`config.mk`:
```
export PLATFORM = sky130hd
export DESIGN_NAME = id_stage
export DESIGN_NICKNAME = d
export VERILOG_FILES = /design/src/rtl/id_stage_pkg.sv /design/src/rtl/id_hazard_detect.sv /design/src/rtl/id_stage.sv
export SDC_FILE = /design/constraint.sdc
export NUM_CORES = 1
export LEC_CHECK = 0
export BUFFER_PORTS_ARGS = -buffer_cell sky130_fd_sc_hd__buf_2
export CAP_MARGIN = 20
export CORE_AREA = 2 2 130 132
export DETAILED_ROUTE_END_ITERATION = 10
export DIE_AREA = 0 0 132 134
export MAX_ROUTING_LAYER = met4
export PLACE_DENSITY = 0.69
export SETUP_SLACK_MARGIN = 0.05
export SLEW_MARGIN = 5
export SYNTH_ARGS = -nofsm -noshare
export SYNTH_HDL_FRONTEND = slang
export SYNTH_HIERARCHICAL = 1
export SYNTH_SLANG_ARGS = --single-unit
```
`constraint.sdc`:
```
create_clock -name clk -period 2.1 [get_ports clk]
set_input_delay 0 -clock clk [delete_from_list [all_inputs] [get_ports clk]]
set_output_delay 0 -clock clk [all_outputs]
set_load 0.01 [all_outputs]
```
`src/rtl/id_stage_pkg.sv`:
```
// Shared decode constants and instruction field-slice helpers for the ID stage.
package id_stage_pkg;

    localparam int ADDR_W = 5;
    localparam int DATA_W = 32;

    localparam logic [5:0] OP_RTYPE = 6'h00;
    localparam logic [5:0] OP_LW    = 6'h23;
    localparam logic [5:0] OP_SW    = 6'h2B;

    function automatic logic [5:0] f_opcode(input logic [31:0] instr);
        return instr[31:26];
    endfunction

    function automatic logic [ADDR_W-1:0] f_rs(input logic [31:0] instr);
        return instr[25:21];
    endfunction

    function automatic logic [ADDR_W-1:0] f_rt(input logic [31:0] instr);
        return instr[20:16];
    endfunction

    function automatic logic [ADDR_W-1:0] f_rd(input logic [31:0] instr);
        return instr[15:11];
    endfunction

    function automatic logic [5:0] f_funct(input logic [31:0] instr);
        return instr[5:0];
    endfunction

    // Sign-extended immediate; zero-extension is left to EX.
    function automatic logic [DATA_W-1:0] f_imm(input logic [31:0] instr);
        return {{(DATA_W-16){instr[15]}}, instr[15:0]};
    endfunction

endpackage

```
`src/rtl/id_hazard_detect.sv`:
```
// Combinational load-use hazard compare between the load sitting in ID/EX
// and the source registers of the instruction currently in ID.
module id_hazard_detect
    import id_stage_pkg::*;
(
    input  logic              ex_valid,
    input  logic [5:0]        ex_opcode,
    input  logic [ADDR_W-1:0] ex_rt,
    input  logic [ADDR_W-1:0] id_rs,
    input  logic [ADDR_W-1:0] id_rt,
    output logic              hazard
);

    // A load targeting $0 never produces a usable value, so it never stalls.
    always_comb begin
        hazard = ex_valid && (ex_opcode == OP_LW) && (ex_rt != '0) &&
                 ((ex_rt == id_rs) || (ex_rt == id_rt));
    end

endmodule

```
`src/rtl/id_stage.sv`:
```
// Instruction-decode stage: register-file address drive, operand capture,
// immediate sign extension and the ID/EX pipeline register with load-use
// bubble, stall and flush handling.
// Optional build macro ID_WB_BYPASS_EN: forwards same-cycle writeback data
// into the captured operands.
module id_stage
    import id_stage_pkg::*;
#(
    parameter int DATA_W = id_stage_pkg::DATA_W,
    parameter int ADDR_W = id_stage_pkg::ADDR_W,
    parameter int PC_W   = 32
) (
    input  logic              clk,
    input  logic              rst,
    input  logic              if_valid,
    output logic              if_ready,
    input  logic [31:0]       if_instr,
    input  logic [PC_W-1:0]   if_pc,
    output logic [ADDR_W-1:0] readaddress1,
    output logic [ADDR_W-1:0] readaddress2,
    input  logic [DATA_W-1:0] readdata1,
    input  logic [DATA_W-1:0] readdata2,
    input  logic              wb_write,
    input  logic [ADDR_W-1:0] wb_addr,
    input  logic [DATA_W-1:0] wb_data,
    input  logic              flush,
    input  logic              ex_ready,
    output logic              ex_valid,
    output logic [DATA_W-1:0] ex_rs_val,
    output logic [DATA_W-1:0] ex_rt_val,
    output logic [DATA_W-1:0] ex_imm,
    output logic [ADDR_W-1:0] ex_rs,
    output logic [ADDR_W-1:0] ex_rt,
    output logic [ADDR_W-1:0] ex_rd,
    output logic [5:0]        ex_opcode,
    output logic [5:0]        ex_funct,
    output logic [PC_W-1:0]   ex_pc
);

    logic              advance;
    logic              hazard;
    logic              take;
    logic [ADDR_W-1:0] id_rs;
    logic [ADDR_W-1:0] id_rt;
    logic [DATA_W-1:0] rs_val;
    logic [DATA_W-1:0] rt_val;

    // Field decode and register-file address drive straight from IF.
    always_comb begin
        id_rs        = f_rs(if_instr);
        id_rt        = f_rt(if_instr);
        readaddress1 = id_rs;
        readaddress2 = id_rt;
    end

    id_hazard_detect u_hazard (
        .ex_valid  (ex_valid),
        .ex_opcode (ex_opcode),
        .ex_rt     (ex_rt),
        .id_rs     (id_rs),
        .id_rt     (id_rt),
        .hazard    (hazard)
    );

    // Handshake: flush wins over hazard and stall, so nothing is consumed then.
    always_comb begin
        advance  = ex_ready || !ex_valid;
        if_ready = advance && !hazard && !flush;
        take     = if_valid && if_ready;
    end

`ifdef ID_WB_BYPASS_EN
    // Writeback forwarding per operand; $0 is never forwarded.
    always_comb begin
        rs_val = readdata1;
        rt_val = readdata2;
        if (wb_write && (wb_addr != '0) && (wb_addr == id_rs)) rs_val = wb_data;
        if (wb_write && (wb_addr != '0) && (wb_addr == id_rt)) rt_val = wb_data;
    end
`else
    logic unused_wb;

    // Without forwarding the compiler spaces WB producers from ID consumers.
    always_comb begin
        rs_val    = readdata1;
        rt_val    = readdata2;
        unused_wb = ^{wb_write, wb_addr, wb_data};
    end
`endif

    // ID/EX register: flush or bubble clears everything, stall holds.
    always_ff @(posedge clk or negedge rst) begin
        if (!rst) begin
            ex_valid  <= 1'b0;
            ex_rs_val <= '0;
            ex_rt_val <= '0;
            ex_imm    <= '0;
            ex_rs     <= '0;
            ex_rt     <= '0;
            ex_rd     <= '0;
            ex_opcode <= '0;
            ex_funct  <= '0;
            ex_pc     <= '0;
        end else if (flush || (advance && !take)) begin
            ex_valid  <= 1'b0;
            ex_rs_val <= '0;
            ex_rt_val <= '0;
            ex_imm    <= '0;
            ex_rs     <= '0;
            ex_rt     <= '0;
            ex_rd     <= '0;
            ex_opcode <= '0;
            ex_funct  <= '0;
            ex_pc     <= '0;
        end else if (take) begin
            ex_valid  <= 1'b1;
            ex_rs_val <= rs_val;
            ex_rt_val <= rt_val;
            ex_imm    <= f_imm(if_instr);
            ex_rs     <= id_rs;
            ex_rt     <= id_rt;
            ex_rd     <= f_rd(if_instr);
            ex_opcode <= f_opcode(if_instr);
            ex_funct  <= f_funct(if_instr);
            ex_pc     <= if_pc;
        end
    end

endmodule
```
==> results.ini <==
[critical_path]
r2r_end=ex_pc[31]$_DFFE_PN0P_
start_kind=register
reg2regPathDepth=9
r2r_start=ex_rt[4]$_DFFE_PN0P_
worstPathRequired_ns=2.40
cp.arrival_ns=2.41
reg2reg_slack_ns=-0.01
end_kind=register
critPathMaxFanout=9
criticalPathCategory=register to register

[cts]
cts-buffers-inserted=17
cts-root-buf=clkbuf_16
cts.sinks=129
cts_tree=yes
insertion_delay_ns=0.41
cts_max_level=4
cts_buffer_depth=2
path_clk_slew_ns=0.06

[placed_design]
dp_hpwl_mm=10.44
io_buffers=299
gp_congestion=0.7664
place_area_mm2=0.007326

[min_path]
worstHoldStart=flush
hold_class=primary input to register
hold_end=ex_rt_val[27]$_DFFE_PN0P_
whs_path_depth=3

[grt]
overflow=0
grt_pass1_vias=5453
grt_usage=0.2017
grt_pass1_wl_mm=27.96
grt_antenna_before_repair=0
grt_max_degree=131

[synth]
syn_area_per_cell_um2=12.23
synth_cells=491
synth_seq_area_share=0.5376
syn_nets=662
synth.top_cell.area_share=0.5376
synth_area_mm2=0.006005
synth-seq-cells=129
synth_cell_type_count=19
ys_top_cells_by_area=dfrtp_1 (54%), nor3b_1 (16%), a21o_1 (16%), buf_4 (4.9%), buf_12 (3.7%)
synth_warnings=6
yosysTopAreaCell=dfrtp_1

[final_layout]
fin_area_mm2=0.009676
final_util=0.5940
drive_above_1_share=0.4112
layout_common_cells=buf_2 (297), dlygate4sd3_1 (130), nor3b_1 (128), a21o_1 (128), dfrtp_1 (128)
layout_commonest_cell=buf_2
nets=1065
area_growth_pct=61.14
antenna_cells=0

[die]
core_area_mm2=0.01629
die_w_um=132
die_h_um=134
initial_core_util=0.3686
die_area_mm2=0.01769
io_pins=338
rows=47

[timing]
grt_setup_unrepaired=true
finalSetupViolCount=20
drv_slew=0
worstMarginPinSlew_ns=0.7597
fmax_ghz=0.4739
finalSetupTns_ns=-0.06555
fin_crit_sh=1.005
hold_violations=0
fin_skew_ns=0.01155
period_needed_ns=2.110
max-slew-margin-rel=0.4935
setup_ws_ns=-0.009997

[detailed_routing]
drc=0
antenna_left=0
via_per_inst=4.798
drtIter0Drc=265
first_pass_iters=4
vias=5407
drt-wirelength-per-cell_um=16.83
routed_wl_mm=18.97

[run_status]
violations=negative setup slack
status=complete, but fails checks

[pwr]
leakage_nw=5.727
finalPower_mw=6.782
p_per_area_mw_per_mm2=700.9
vdd_drop_max_uv=492.0

[job]
drv_cap=0

==> power by group <==
group	internal, mW	switching [mW]
sequential	2.60	0.0583
combinational	0.573	0.479
clock	1.88	1.20
total	5.05	1.73
==> repair_timing <==
| action | CTS | global route |
|---|---|---|
| hold endpoints to repair | 258 | 0 |
| cloned | 2 | 13 |
| resized for setup | 5 | 6 |
| endpoints found under the setup margin | 122 | 129 |
| hold buffers | 130 | 0 |
| buffers inserted | 4 | 2 |
| pin swaps | 4 | 76 |
==> how the worst max path moves through the flow <==
| stage | from | end | slack (ns) |
|---|---|---|---|
| 6_report | ex_rt[4]$_DFFE_PN0P_ | ex_pc[31]$_DFFE_PN0P_ | -0.01 |
| 3_3_place_gp | ex_rt[4]$_DFFE_PN0P_ | ex_rt_val[20]$_DFFE_PN0P_ | -0.09 |
| 4_1_cts | ex_rt[4]$_DFFE_PN0P_ | if_ready | 0.03 |
| 5_1_grt | ex_rt[4]$_DFFE_PN0P_ | ex_rt_val[2]$_DFFE_PN0P_ | -0.09 |
| 2_1_floorplan | ex_rt[3]$_DFFE_PN0P_ | ex_imm[0]$_DFFE_PN0P_ | 0.12 |
| 3_5_place_dp | ex_rt[3]$_DFFE_PN0P_ | ex_rt_val[28]$_DFFE_PN0P_ | -0.11 |
==> flip-flops by register name, summed over array words and instances (netlist names) <==
signal     cells
ex_imm        16
ex_opcode      6
ex_pc         32
ex_rs          5
ex_rs_val     32
ex_rt          5
ex_rt_val     32
ex_valid       1
==> worst max-delay path, stage by stage (launching register included) <==
cell	delay [ns]
dfrtp_1	0.42
xor2_1	0.16
nor3_1	0.20
nand3_1	0.11
a221oi_2	0.32
nand2b_4	0.20
nor3b_4	0.06
clkbuf_16	0.19
buf_16	0.15
a21o_1	0.18
==> cell usage after synthesis, drive strengths merged <==
| cell | instances |
|---|---|
| nand2 | 1 |
| nand2b | 2 |
| buf | 56 |
| a21o | 128 |
| a221oi | 1 |
| nand3 | 2 |
| clkbuf | 25 |
| nor2 | 1 |
| nor3b | 130 |
| dfrtp | 129 |
| nand4b | 1 |
| nor3 | 4 |
| xor2 | 6 |
| a21oi | 1 |
| xnor2 | 4 |
==> layout make-up <==
type                            count  area (µm²)
Clock buffer                       17       425.4
Clock inverter                     15       182.7
Sequential cell                   129        3229
Multi-Input combinational cell    281        2135
Timing Repair Buffer              465        3428
Tap cell                          220       275.3
Fill cell                        1326        6614
==> metrics by stage <==
stage / setup slack (ns) / hold slack [ns] / instances
2_1_floorplan: 0.1184 / -0.2956 / 491
3_5_place_dp: -0.1054 / -0.07937 / 945
5_1_grt: -0.08706 / 0.06601 / 1127
6_report: -0.009997 / 0.05001 / 1127
3_3_place_gp: -0.08679 / -0.08020 / 945
4_1_cts: 0.02569 / 0.03497 / 1113
==> cell families after synthesis <==
logic type,count (synthesis),share of synthesized area
simple gates,141,0.1742
buf+inv,81,0.1102
compound gates,130,0.1634
flops,129,0.5376
xor+xnor,10,0.01459
==> metal layers <==
metal	GRT usage	vias up	wire (µm)	part of all wire
met5	-	-	0	0
met4	0.07126	0	303	0.016
met3	0.04119	29	956	0.050
met2	0.3417	222	9422	0.50
met1	0.2399	2648	8285	0.44
li1	-	2508	-	-
(Power assumes the default switching activity.)
